[src/rtl/beat_song_counter.sv]
// Beat-driven song progress counter: optional lead-in, pause/resume, abort,
// beats-left and near-end reporting, and a held finish level plus a finish strobe.
module beat_song_counter #(
  parameter int BEAT_W     = 8,
  parameter int LEAD_IN    = 4,
  parameter int WARN_BEATS = 8
) (
  input  logic              clk,
  input  logic              n_rst,
  input  logic              beat_clk,
  input  logic              start,
  input  logic [BEAT_W-1:0] song_len,
  input  logic              pause,
  input  logic              abort,
  output logic [BEAT_W-1:0] beat_count,
  output logic [BEAT_W-1:0] beats_left,
  output logic              playing,
  output logic              near_end,
  output logic              finish,
  output logic              finish_pulse
);

  // state      | meaning
  // S_IDLE     | no song loaded, waiting for start
  // S_LEADIN   | counting lead-in beats, play count frozen
  // S_PLAY     | counting play beats toward the latched length
  // S_PAUSED   | beats dropped, origin_q holds the state to resume
  // S_FINISHED | song complete, finish held until start or abort
  typedef enum logic [2:0] {
    S_IDLE, S_LEADIN, S_PLAY, S_PAUSED, S_FINISHED
  } state_t;

  localparam int LW = (LEAD_IN > 0) ? $clog2(LEAD_IN + 1) : 1;
  localparam logic [LW-1:0]     LEAD_LAST = LW'(LEAD_IN);
  localparam logic [BEAT_W-1:0] WARN_LIM  = BEAT_W'(WARN_BEATS);

  state_t            state_q, state_d, origin_q, origin_d;
  logic              beat_q;
  logic [BEAT_W-1:0] len_q, len_d;
  logic [LW-1:0]     lead_q, lead_d;
  logic [BEAT_W-1:0] count_q, count_d;
  logic [BEAT_W-1:0] left_q, left_d;
  logic              finish_q, finish_d;
  logic              pulse_q, pulse_d;
  logic              near_q, near_d;
  logic              tick;

  assign tick = beat_clk & ~beat_q;

  always_comb begin
    state_d  = state_q;
    origin_d = origin_q;
    len_d    = len_q;
    lead_d   = lead_q;
    count_d  = count_q;
    left_d   = left_q;
    finish_d = finish_q;
    pulse_d  = 1'b0;

    if (abort) begin
      state_d  = S_IDLE;
      lead_d   = '0;
      count_d  = '0;
      left_d   = '0;
      finish_d = 1'b0;
    end else if (start && (state_q == S_IDLE || state_q == S_FINISHED)) begin
      len_d    = song_len;
      lead_d   = '0;
      count_d  = '0;
      left_d   = song_len;
      finish_d = 1'b0;
      if (song_len == '0) begin
        state_d  = S_FINISHED;
        finish_d = 1'b1;
        pulse_d  = 1'b1;
      end else begin
        state_d = (LEAD_IN > 0) ? S_LEADIN : S_PLAY;
      end
    end else if (pause && (state_q == S_LEADIN || state_q == S_PLAY)) begin
      origin_d = state_q;
      state_d  = S_PAUSED;
    end else if (state_q == S_PAUSED) begin
      // a beat arriving on the resume cycle is still dropped
      if (!pause) state_d = origin_q;
    end else if (tick) begin
      case (state_q)
        S_LEADIN: begin
          lead_d = lead_q + 1'b1;
          if (lead_d == LEAD_LAST) begin
            lead_d  = '0;
            state_d = S_PLAY;
          end
        end
        S_PLAY: begin
          count_d = count_q + 1'b1;
          left_d  = left_q - 1'b1;
          if (count_d == len_q) begin
            state_d  = S_FINISHED;
            finish_d = 1'b1;
            pulse_d  = 1'b1;
          end
        end
        default: ;
      endcase
    end

    near_d = (state_d == S_PLAY) && (left_d != '0) && (left_d <= WARN_LIM);
  end

  always_ff @(posedge clk or negedge n_rst) begin
    if (!n_rst) begin
      state_q  <= S_IDLE;
      origin_q <= S_IDLE;
      beat_q   <= 1'b0;
      len_q    <= '0;
      lead_q   <= '0;
      count_q  <= '0;
      left_q   <= '0;
      finish_q <= 1'b0;
      pulse_q  <= 1'b0;
      near_q   <= 1'b0;
    end else begin
      state_q  <= state_d;
      origin_q <= origin_d;
      beat_q   <= beat_clk;
      len_q    <= len_d;
      lead_q   <= lead_d;
      count_q  <= count_d;
      left_q   <= left_d;
      finish_q <= finish_d;
      pulse_q  <= pulse_d;
      near_q   <= near_d;
    end
  end

  assign beat_count   = count_q;
  assign beats_left   = left_q;
  assign playing      = (state_q == S_LEADIN) || (state_q == S_PLAY);
  assign near_end     = near_q;
  assign finish       = finish_q;
  assign finish_pulse = pulse_q;

endmodule
[config.mk]
export PLATFORM = sky130hd
export DESIGN_NAME = beat_song_counter
export DESIGN_NICKNAME = d
export VERILOG_FILES = /design/src/rtl/beat_song_counter.sv
export SDC_FILE = /design/constraint.sdc
export NUM_CORES = 1
export LEC_CHECK = 0
export ABC_AREA = 1
export CAP_MARGIN = 25
export CORE_MARGIN = 2
export CORE_UTILIZATION = 50
export CTS_BUF_LIST = sky130_fd_sc_hd__clkbuf_8
export DETAILED_ROUTE_END_ITERATION = 16
export GPL_TIMING_DRIVEN = 0
export HOLD_SLACK_MARGIN = 0.06
export PLACE_DENSITY_LB_ADDON = 0.05
export SYNTH_ARGS = -nofsm -noshare
export SYNTH_HDL_FRONTEND = slang
export SYNTH_SLANG_ARGS = --single-unit
[constraint.sdc]
create_clock -name clk -period 1.65 [get_ports clk]
set_input_delay 0.2475 -clock clk [delete_from_list [all_inputs] [get_ports clk]]
set_output_delay 0.2475 -clock clk [all_outputs]
set_load 0.05 [all_outputs]
Word level (Yosys, flattened, before mapping)
Index checks and enable logic that the tools add are counted.
{"block": "classes", "mux": 44, "reduce_logical": 18, "eq_ne": 9, "magnitude_cmp": 1, "bitwise_logic": 4, "n_addsub": 3}
{"operator": "$mux W8", "n": 12}
{"operator": "$mux W3", "n": 16}
{"operator": "$mux W1", "n": 15}
{"operator": "$reduce_bool A3 Y1", "n": 4}
{"operator": "$eq A3 B2 Y1 const B", "n": 3}
{"operator": "$add A8 B1 Y8 const B", "n": 1}
{"operator": "$eq A8 B8 Y1", "n": 1}
{"operator": "$le A8 B4 Y1 const B", "n": 1}
{"operator": "$logic_not A8 Y1", "n": 1}
{"operator": "$reduce_and A4 Y1", "n": 2}
{"operator": "$reduce_bool A8 Y1", "n": 1}
{"operator": "$sub A8 B1 Y8 const B", "n": 1}
{"operator": "$eq A3 B3 Y1 const B", "n": 2}
{"operator": "$ne A3 B3 Y1 const B", "n": 2}
{"operator": "$pmux W3 S2", "n": 1}
{"operator": "$reduce_and A5 Y1", "n": 1}
{"operator": "$logic_and A1 B1 Y1", "n": 4}
{"operator": "$add A3 B1 Y3 const B", "n": 1}
{"operator": "$eq A3 B1 Y1 const B", "n": 1}
{"operator": "$logic_not A3 Y1", "n": 1}
{"operator": "$not A1 Y1", "n": 3}
{"operator": "$reduce_and A3 Y1", "n": 1}
{"operator": "$logic_or A1 B1 Y1", "n": 2}
{"operator": "$reduce_and A2 Y1", "n": 1}
{"operator": "$and A1 B1 Y1", "n": 1}
{"block": "word_totals", "input_bits": 14, "regBits": 37, "elab_cells": 89}

Longest topological paths before layout
{"block": "logic_depth", "ltp_word": 12, "ltp_mapped": 15, "mapped_depth_nobuf": 15}

Least setup slack after synthesis
OpenSTA, ideal clock, no wires.
{"block": "synth_timing", "path_kind": "register to register", "startpoint": "reg count_q[0], in the netlist beat_count[0]", "endpoint": "reg near_q, in the netlist near_end", "required_ns": 1.534, "setup_slack_ns": -0.429, "n_path_buf": 0, "stages_incl_launch_ff": 15, "setup_ns": 0.116, "arrival_time_ns": 1.963, "path_cell_list": "dfrtp_1 > ha_1 > nand3_1 > nor2_1 > nand2_1 > nand3_1 > nand2_1 > nor2_1 > nand3_1 > nand2_1 > nand2_1 > nand3_1 > nand2_1 > nand2_1 > nor2_1"}
{"block": "synth_between", "elab_chain_cells": 12}
{"element": "start: declaration", "line_no": "41", "source": "logic [BEAT_W-1:0] count_q, count_d;"}
{"element": "start signal: assignment", "line_no": "128", "source": "count_q <= count_d;"}
{"element": "$add A8 B1 Y8", "line_no": "95", "source": "count_d = count_q + 1'b1;"}
{"element": "$eq A8 B8 Y1", "line_no": "97", "source": "if (count_d == len_q) begin"}
{"element": "$mux W3", "line_no": "97"}
{"element": "$pmux W3 S2", "line_no": "86", "source": "case (state_q)"}
{"element": "$mux W3", "line_no": "85", "source": "end else if (tick) begin"}
{"element": "$mux W3", "line_no": "82", "source": "end else if (state_q == S_PAUSED) begin"}
{"element": "$mux W3", "line_no": "79", "source": "end else if (pause && (state_q == S_LEADIN || state_q == S_PLAY)) begin"}
{"element": "$mux W3", "line_no": "66", "source": "end else if (start && (state_q == S_IDLE || state_q == S_FINISHED)) begin"}
{"element": "$mux W3", "line_no": "60", "source": "if (abort) begin"}
{"element": "net state_d[1]", "line_no": "37", "source": "state_t state_q, state_d, origin_q, origin_d;"}
{"element": "$eq A3 B2 Y1", "line_no": "107", "source": "near_d = (state_d == S_PLAY) && (left_d != '0) && (left_d <= WARN_LIM);"}
{"element": "$logic_and A1 B1 Y1 (2 in series)", "line_no": "107"}
{"element": "net near_d", "line_no": "45", "source": "logic near_q, near_d;"}
{"element": "end signal: assignment", "line_no": "132", "source": "near_q <= near_d;"}
{"element": "end: declaration", "line_no": "45"}
The timed path passes the listed nets, and every way through them passes these cells.
A chain may end at the register's enable or synchronous reset.

Final worst setup path
{"block": "layout_timing", "startpoint": "in beat_clk", "endpoint": "reg near_q, in the netlist near_end"}
{"block": "layout_between", "elab_chain_cells": 9}
{"element": "start: declaration", "line_no": "10", "source": "input logic beat_clk,"}
{"element": "$and A1 B1 Y1 (*)", "line_no": "48", "source": "assign tick = beat_clk & ~beat_q;"}
{"element": "$mux W8 (*)", "line_no": "85"}
{"element": "$mux W8 (*)", "line_no": "82"}
{"element": "$mux W8 (*)", "line_no": "79"}
{"element": "$mux W8 (*)", "line_no": "66"}
{"element": "$mux W8 (*)", "line_no": "60"}
{"element": "net left_d[6]", "line_no": "42", "source": "logic [BEAT_W-1:0] left_q, left_d;"}
{"element": "parallel branches: the longest is 2 deep, another holds $le A8 B4 Y1"}
{"element": "$logic_and A1 B1 Y1 (*)", "line_no": "107"}
{"element": "net near_d", "line_no": "45"}
Mark *: on every way through the listed nets, which the timed path passes.

==> reports/qor.txt <==
Slew headroom - 45.4%
Seq cells post-synth - 37
Setup violations, final - 5
uppermost layer routed - met4
Clock Tree Buf Depth - 2
DR DRC count - 0
initial antenna violation count - 0
Critical Path Fanout Max - 5
Placer Congestion - 0.855
critical path arrival - 2140 ps
Num CTS Buffers - 5
grt total ovfl - 0
share of layout cells above drive strength 1 - 28.8%
RSZ-0062 raised after global routing - yes
minimum clock period - 1920 ps
Syn Area/Cell - 7.06 um^2
syn_nets - 341
Setup crit start kind - input pin
cts hold-fix bufs - 0
number of global-route vias before repair - 2064
met3 WL - 308 um
Chip Height - 71.5 um
Peak Freq - 0.522 GHz
final net count - 395
gr usage total - 24.0%
post-synthesis sequential area ratio - 40.6%
Placeable Area - 4380 um^2
WP buf/inv - 2
Setup TNS - -656 ps
Clock Tree Root - clkbuf_8
P_sw - 1.22 mW
DR pass1 iterations - 4
Fin Hold WS - 31.1 ps
Peak supply drop - 0.000699 V
Routed Antenna Nets - 0
logic gate share of total power - 37.9%
most frequent cells in the layout - nand2_1, inv_1, dfrtp_1
Cells after Synth - 323
clock power share - 22.1%
crit path kind - input pin to flip-flop
cell mode on critical path - nand2_1
chip width - 71.5 um
CTS H-Tree Depth - 2
CP Data Required Time - 1880 ps
Worst-Skew Late Latency - 300 ps
sequential share of power - 40.0%
crit share post-route - 116%
Ports - 34
Post-Route Skew - 9.71 ps
Worst Setup Slack post-DPL - -499 ps
CP cell instances - clkdlybuf4s50_1 -> inv_1 -> nor2_1 -> nand2_2 -> nor2_4 -> nand3_2 -> nor2_2 -> nand2_1 -> nand2_1 -> nand2_1 -> nand2_1 -> nand2_2 -> nor2_2 -> nand4_1 -> nor2_1
Antenna Cells - 0
CP max stage cell - clkdlybuf4s50_1
Synth area leaders - dfrtp_1, nand2_1, nand3_1, nor2_1, inv_1
Final Hold Viols - 0
actual slew at the worst max-slew pin - 818 ps
post-synth top area share - 40.6%
Met1 Wirelength - 2.84 mm
failing checks - setup timing
first-pass GRT wire length - 9.61 mm
Final Max Slew Viols - 0
outcome - complete, but fails checks
static leakage - 1.55 nW
metal2 WL - 2.74 mm
pin count of the biggest net entering global routing - 38
via count - 2305
Die ar. - 5120 um^2
dominant cell type by area after synthesis - dfrtp_1
vias per cell - 5.36
Power Density - 982 nW/um^2
mapped cell area - 2280 um^2
distinct cell type count after synthesis - 28
most common cell after layout, fill and taps aside - nand2_1
Syn. warnings - 0
std cell rows - 24
P_int - 1.79 mW
Top delay family on crit path - simple AND/OR/NAND/NOR gates
switching share of power - 40.5%
CP endpoint kind - flip-flop
TritonCTS clock tree - yes
area grow syn2layout - 34.2%
IO buf count - 33
DR WL/cell - 14.0 um
clock sinks - 37
Clk pin slew, worst setup/hold paths - 80 ps
worst hold path type - input pin to async pin
HPWL after DPL - 4.22 mm
post-layout util - 69.8%
DRT iter0 DRCs - 142
CP peak stage delay - 490 ps
Final Power - 3.00 mW
Initial Util - 52.0%
Final Worst Setup Slack - -266 ps
Max Cap Viol - 0
final wirelength - 6.01 mm
worst paths after layout:
path,from,cells after the start,end,slack [ps]
worst max-delay path,beat_clk,15,near_end,-270
worst min-delay path,n_rst,1,beat_count[6],30
worst max register to register,state_q[2],13,near_end,-250
worst min register to register,origin_q[2],2,origin_q[2],490
max in group asynchronous,n_rst,1,beat_count[0],1000
min in group clk,beat_clk,1,beat_q,450
cell families after synthesis:
logic type,count (synthesis),synth area share (%)
buffers and inverters,49,8.23
DFF,37,40.6
and+or+nand+nor,205,42.1
adders and majority gates,4,2.20
xor gates and xnor gates,2,0.769
AOI/OAI and AO/OA,26,6.09
metrics by stage:
stage          std cells  area [um^2]
2_1_floorplan        323         2320
3_3_place_gp         408         2710
3_5_place_dp         408         2710
4_1_cts              419         2850
5_1_grt              430         3060
6_report             430         3060
worst register-to-register path, stage by stage, from the launching register on:
cell and delay [ps]:
dfrtp_2 460, inv_2 120, nand3_2 110, nand2_4 120, nand2_8 90, nand2_4 130, nand2_1 60, nand3_1 70
nand2_1 80, nor2_2 150, nand2_1 70, nand2_1 60, nand4_1 150, nor2_1 150
metal layers:
metal / up-vias / GRT usage, %
met5: - / 0
met4: 0 / 6.92
met3: 11 / 6.05
met2: 64 / 35.1
met1: 1085 / 35.3
li1: 1145 / -
flip-flops by register name, summed over array words and instances, names as in the netlist:
| signal | count |
|---|---|
| finish | 1 |
| beat_count | 8 |
| beats_left | 8 |
| beat_q | 1 |
| lead_q | 3 |
| len_q | 8 |
| finish_pulse | 1 |
| near_end | 1 |
| state_q | 3 |
| origin_q | 3 |
cells in the mapped netlist, drive strengths merged:
cell,number
nand2,102
nor2,46
inv,45
nand3,40
dfrtp,37
o21ai,20
nand4,13
ha,4
a21oi,3
buf,3
nor3,2
and2,1
clkinv,1
nand3b,1
o2111ai,1
o211ai,1
o21a,1
xnor2,1
xor2,1
final cells by class:
class | instances | area (um^2)
tap | 52 | 65.1
fill | 374 | 1320
buffer | 3 | 27.5
sequential | 37 | 938
multi-input combinational | 238 | 1360
clock buffer | 6 | 82.6
inverter | 46 | 184
timing repair buffer | 46 | 393
clock inverter | 2 | 7.51
timing repair:
action | CTS | global route
setup buffers | 3 | 10
cloned | 0 | 1
setup endpoints to repair | 34 | 22
gates resized for setup | 39 | 53
pin swaps | 13 | 25
power groups by stage:
stage          clock network, mW  logic [mW]  registers, mW
2_1_floorplan                  0       0.595           1.31
3_3_place_gp                   0       0.985           1.21
3_5_place_dp                   0       0.994           1.21
4_1_cts                    0.673        1.00           1.19
5_1_grt                    0.718        1.25           1.22
6_report                   0.663        1.14           1.20
Power figures use the tool's default switching activity.
